==> src/rtl/ram_pkg.sv <==
// Shared defaults and word/address types for the dual-port RAM slice.
package ram_pkg;

    localparam int ADDR_W_DEFAULT = 5;
    localparam int DATA_W_DEFAULT = 32;
    localparam int DEPTH_DEFAULT  = 2 ** ADDR_W_DEFAULT;

    typedef logic [ADDR_W_DEFAULT-1:0] addr_t;
    typedef logic [DATA_W_DEFAULT-1:0] word_t;

endpackage

==> src/rtl/ram_port.sv <==
// One RAM port: turns the port address/write-enable into a one-hot
// word-select for the shared array and owns the registered read data.
module ram_port
    import ram_pkg::*;
#(
    parameter int ADDR_W = ram_pkg::ADDR_W_DEFAULT,
    parameter int DATA_W = ram_pkg::DATA_W_DEFAULT
) (
    input  logic                   clock,
    input  logic                   reset,
    input  logic [ADDR_W-1:0]      address,
    input  logic [DATA_W-1:0]      data,
    input  logic                   wren,
    input  logic [DATA_W-1:0]      rd_word,
    output logic [(2**ADDR_W)-1:0] wr_sel,
    output logic [DATA_W-1:0]      q
);

    localparam int DEPTH = 2 ** ADDR_W;

    logic [DEPTH-1:0]  wr_sel_s;
    logic [DATA_W-1:0] q_r;

    // Decode the write address into a one-hot select, empty when not writing.
    always_comb begin
        wr_sel_s = {DEPTH{1'b0}};
        for (int i = 0; i < DEPTH; i++) begin
            if (wren && (address == ADDR_W'(i))) begin
                wr_sel_s[i] = 1'b1;
            end else begin
                wr_sel_s[i] = 1'b0;
            end
        end
    end

    // Read register: a write on this port is passed straight through so the
    // port sees its own new data; otherwise the pre-edge array word is taken.
    always_ff @(posedge clock or posedge reset) begin
        if (reset) begin
            q_r <= {DATA_W{1'b0}};
        end else if (wren) begin
            q_r <= data;
        end else begin
            q_r <= rd_word;
        end
    end

    assign wr_sel = wr_sel_s;
    assign q      = q_r;

endmodule

==> src/rtl/ram.sv <==
// True dual-port RAM built from flops so the whole array can be cleared
// asynchronously. Port B wins a same-address write collision; a port reading
// a word the other port is writing sees the old contents.
module ram
    import ram_pkg::*;
#(
    parameter int ADDR_W = ram_pkg::ADDR_W_DEFAULT,
    parameter int DATA_W = ram_pkg::DATA_W_DEFAULT
) (
    input  logic              clock,
    input  logic              reset,
    input  logic [ADDR_W-1:0] address_a,
    input  logic [DATA_W-1:0] data_a,
    input  logic              wren_a,
    output logic [DATA_W-1:0] q_a,
    input  logic [ADDR_W-1:0] address_b,
    input  logic [DATA_W-1:0] data_b,
    input  logic              wren_b,
    output logic [DATA_W-1:0] q_b
);

    localparam int DEPTH = 2 ** ADDR_W;

    logic [DATA_W-1:0] mem_r [DEPTH];
    logic [DEPTH-1:0]  wr_sel_a_s;
    logic [DEPTH-1:0]  wr_sel_b_s;
    logic [DATA_W-1:0] rd_word_a_s;
    logic [DATA_W-1:0] rd_word_b_s;

    assign rd_word_a_s = mem_r[address_a];
    assign rd_word_b_s = mem_r[address_b];

    ram_port #(
        .ADDR_W (ADDR_W),
        .DATA_W (DATA_W)
    ) u_port_a (
        .clock   (clock),
        .reset   (reset),
        .address (address_a),
        .data    (data_a),
        .wren    (wren_a),
        .rd_word (rd_word_a_s),
        .wr_sel  (wr_sel_a_s),
        .q       (q_a)
    );

    ram_port #(
        .ADDR_W (ADDR_W),
        .DATA_W (DATA_W)
    ) u_port_b (
        .clock   (clock),
        .reset   (reset),
        .address (address_b),
        .data    (data_b),
        .wren    (wren_b),
        .rd_word (rd_word_b_s),
        .wr_sel  (wr_sel_b_s),
        .q       (q_b)
    );

    // Storage array: async clear of every word, port B checked first so it
    // wins when both ports target the same word.
    always_ff @(posedge clock or posedge reset) begin
        if (reset) begin
            for (int i = 0; i < DEPTH; i++) begin
                mem_r[i] <= {DATA_W{1'b0}};
            end
        end else begin
            for (int i = 0; i < DEPTH; i++) begin
                if (wr_sel_b_s[i]) begin
                    mem_r[i] <= data_b;
                end else if (wr_sel_a_s[i]) begin
                    mem_r[i] <= data_a;
                end else begin
                    mem_r[i] <= mem_r[i];
                end
            end
        end
    end

endmodule

==> config.mk <==
export PLATFORM = sky130hd
export DESIGN_NAME = ram
export DESIGN_NICKNAME = d
export VERILOG_FILES = /design/src/rtl/ram_pkg.sv /design/src/rtl/ram_port.sv /design/src/rtl/ram.sv
export SDC_FILE = /design/constraint.sdc
export NUM_CORES = 2
export LEC_CHECK = 0
export CORE_MARGIN = 1.5
export CORE_UTILIZATION = 57
export DETAILED_ROUTE_END_ITERATION = 8
export PLACE_DENSITY = 0.74
export SYNTH_ARGS = -nofsm -noshare
export SYNTH_HDL_FRONTEND = slang
export SYNTH_SLANG_ARGS = --single-unit
==> constraint.sdc <==
create_clock -name clock -period 40 [get_ports clock]
set_input_delay 4 -clock clock [delete_from_list [all_inputs] [get_ports clock]]
set_output_delay 4 -clock clock [all_outputs]
set_load 0.01 [all_outputs]
======== After elaboration in Yosys (flattened, before gate mapping) ========
Cells that the tools add are included.
storage, ports and cells
  output and inout bits ................... 64
  register bits after elaboration ......... 1088
  logic and storage cells ................. 334
  bits of input ports ..................... 78
cells by class
  mux-type cells .......................... 136
  reductions and logical operators ........ 98
  $lt $le $gt $ge ......................... 2
  equal/unequal tests ..................... 62
  bitwise logic cells ..................... 2
operators with widths
  operator                                              count
  2-to-1 mux 32 bit                                     70
  binary-select mux 32 bit (select 5 bit)               2
  equality test 5 bit (second input constant)           32
  equality test 5 x 4 -> 1 bit (second input constant)  16
  logical AND 1 bit                                     64
  2-to-1 mux 1 bit                                      64
  nonzero test 2 bit                                    32
  equality test 5 x 3 -> 1 bit (second input constant)  8
  equality test 5 x 2 -> 1 bit (second input constant)  4
  >= comparator 6 bit (second input constant)           2
  inverter 5 -> 6 bit                                   2
  equality test 5 x 1 -> 1 bit (second input constant)  2
  zero test 5 bit                                       2

======== Logic depth before layout (Yosys ltp) ========
  depth after elaboration ................. 5
  depth in mapped cells ................... 8

======== Hierarchy ========
A second synthesis with hierarchy kept.
second synthesis, totals
  cells, all modules ...................... 7195
  area, all modules ....................... 67694.9 µm²
by module, submodules not included
  module    instances  sequential area each (µm²)  area an instance (µm²)  cells an instance
  ram       1          25624.6                     64787.1                 6957
  ram_port  2          800.8                       1453.9                  119

======== Worst setup path after synthesis ========
Ideal clock, no wire load.
  kind .................................... input to register
  start point ............................. in address_b[0]
  end point ............................... reg u_port_b.q_r[16], in the netlist u_port_b.q[16]
  stages on the path ...................... 7
  required time ........................... 39.880 ns
  setup time .............................. 0.120 ns
  arrival time ............................ 5.574 ns
  path slack .............................. 34.306 ns
  buffers on the path ..................... 3
  cell sequence ........................... buf_2 buf_2 clkbuf_1 mux2_2 a222oi_1 o2111ai_1 and3_1
between the ends
  word-level cells in the longest chain between the ends .. 5
ends and longest elaborated chain
  element                                                RTL line        text
  start, declared                                        ram.sv:16       input logic [ADDR_W-1:0] address_b,
  inverter 5 -> 6 bit (not written as such)              ram.sv:31       assign rd_word_b_s = mem_r[address_b];
  binary-select mux 32 bit (select 5 bit)                ram.sv:31
  2-to-1 mux 32 bit (not written as such) (2 in series)  ram.sv:31
  2-to-1 mux 32 bit                                      ram_port.sv:41  end else if (wren) begin
  end signal, assigned                                   ram_port.sv:40  q_r <= {DATA_W{1'b0}};
  end signal, assigned                                   ram_port.sv:42  q_r <= data;
  end signal, assigned                                   ram_port.sv:44  q_r <= rd_word;
  end, declared                                          ram_port.sv:22  logic [DATA_W-1:0] q_r;
Every way passes these cells. The select of a mux whose other input is x is not followed.
A chain may end at the register's enable or synchronous reset.

==> out/qor.yml <==
cts_root_buf: "clkbuf_16"
p_per_area_nw_per_um2: 49.61
final_max_slew_viol_count: 0
fill_cells: 9180
hpwl_mm: 135.7
ys_seq_area_share_pct: 40.61
synth_cell_type_count: 50
numPortBuffers: 141
grt-ovfl-total: 0
post-cts-setup-buffers: 0
core_region_area_um2: 116400
synthMuxAreaShare_pct: 33.00
hold_buffers: 0
synth_fa_ha_area_share_pct: 0
critPathCaptureType: "async pin"
syn_area_um2: 67050
synth_compound_area_share_pct: 12.29
antenna_found_initial: 14
track_usage_pct: 40.16
drcViolationCount: 0
post-synth-top-area-cell: "dfrtp_1"
max_cap_viol_count: 0
cp.required_ps: 40740
period_share_pct: 22.26
dr_total_vias: 54690
clock_tree.buffer_depth: 3
grt_pass1_wl_mm: 358.9
ys_ff_latch: 1088
cts.sinks: 1088
gp_congestion: 0.9265
max_freq_mhz: 112.3
drt-pass1-iter-count: 8
post_dp_cell_area_um2: 68470
tritoncts: "built"
syn-mean-instance-area_um2: 10.35
postRouteWirelength_mm: 243.8
ys.flop_type: "dfrtp_1"
clock_latency_ps: 730
area_delta_synth_final_pct: 7.845
yosysMostFrequentCell: "mux2i_1"
grt_pass1_vias: 53530
tightest_slew_ps: 1478
initial_utilization_pct: 57.62
arrival_ps: 9650
setup_viol: 0
async_flop_share_pct: 100.0
fin_nets: 6183
hp-class: "reg -> reg"
max_slew_margin_pct: 1.256
synth_edf_count: 0
cts_resized: 0
drt_iter0_drc: 8224
finalWorstSetupSlack_ps: 31090
crit_type: "in -> async"
cts_htree_levels: 3
timing.setup.tns_ps: 0
pre_cts_ws_ps: 30400
worst_clock_skew_ps: 21.38
cp_max_fo: 175
ir_worst_vdd_mv: 0.04664
num_io_pins: 142
numCtsBuffers: 117
syn-num-nets: 6559
critPathLaunchType: "input port"
grt_max_degree: 176
synth_xor_xnor_area_share_pct: 0
clk_pin_slew_ps: 60
synth_area_leaders: "dfrtp_1, mux2i_1, mux4_2"
fp.dieH_um: 346.0
wl_per_cell_um: 31.57
synthTopCellsByCount: "mux2i_1, dfrtp_1, nand2_1"
rows: 125
ant_nets: 0
leakage_nw: 30.60
synth_top_area_share_pct: 40.61
detail_route.vias_per_cell: 7.081
hold_ws_ps: 580.9
drive_above_1_share_pct: 15.10
status: "finished clean"
netlist_instances: 6481
fp.dieW_um: 346.0
hold_violations: 0
rsz0062_at_grt: "false"
postLayoutCellArea_um2: 72310
synthSimpleGateAreaFrac_pct: 8.485
fin_crit_ps: 8906
synth_top_family_by_area: "multiplexers"
dieArea_um2: 119700
synth_warnings: 0
-- worst paths after layout --
kind,start,endpoint,slack [ps],cells past startpoint
worst max register to register,mem_r[2],u_port_a.q[2],38030,4
worst max-delay path,reset,mem_r[595],31090,7
worst min register to register,mem_r[298],mem_r[298],580,2
worst min-delay path,mem_r[298],mem_r[298],580,2
min in group asynchronous,reset,mem_r[702],3850,2
max in group clock,address_a[2],mem_r[327],32080,8
-- logic make-up (layout without fill, tap and decap cells) --
logic type / count (synthesis) / count (layout)
buffers and inverters: 832 / 545
AO/OA/AOI/OAI: 1404 / 1404
multiplexers: 1824 / 1824
flip-flops: 1088 / 1088
AND/OR/NAND/NOR: 1333 / 1333
other: 0 / 5
-- worst max-delay path, stage by stage --
cell and delay [ps]:
clkdlybuf4s50_1 490, inv_8 590, buf_4 830, buf_12 650, buf_4 850, buf_12 690
buf_4 800
-- cell usage in the layout, fill, tap and decap left out, drive strengths merged, types with 32 or more instances in the layout --
cell type	n
clkbuf	176
dfrtp	1088
o21ai	512
mux4	290
o211ai	32
inv	35
nand2b	71
nand2	603
mux2	192
a222oi	32
o2111ai	33
mux2i	1342
buf	173
a21oi	543
and3	65
o221ai	63
nor2	547
clkdlybuf4s50	131
a221oi	94
-- area by class of cell --
class                           count  area [µm²]  share of cell area [%]
Inverter                           32       127.6                  0.1765
Antenna cell                        5       12.51                 0.01730
Timing Repair Buffer              305        2706                   3.743
Clock buffer                      175        3458                   4.783
Clock inverter                     33       362.8                  0.5018
Tap cell                         1524        1907                   2.637
Multi-Input combinational cell   4561       36510                   50.49
Sequential cell                  1088       27230                   37.65
-- metal layers --
metal	vias up	wire (µm)	track usage [%]
li1	22710	-	-
met1	26620	89240	53.34
met2	4264	102200	57.11
met3	1081	34480	12.59
met4	20	17720	25.02
met5	-	215	1.000
-- metrics by stage --
step	utilization [%]	power, mW	cells
floorplan	-	2.217	6481
global placement	58.85	2.420	7510
detailed placement	58.85	2.469	7510
CTS	62.13	3.565	7718
global route	62.13	3.729	7720
finish	62.14	3.587	7723
-- power by group --
| group | total (mW) | switching, mW | leakage, nW | internal, mW |
|---|---|---|---|---|
| clock network | 1.11 | 0.478 | 1.88 | 0.631 |
| registers | 1.62 | 0.235 | 13.2 | 1.39 |
| logic | 0.856 | 0.404 | 15.5 | 0.452 |
-- state kept, by name (all words and copies together), names as in the netlist --
name        count
mem_r        1024
u_port_a.q     32
u_port_b.q     32
(Power assumes the default switching activity.)
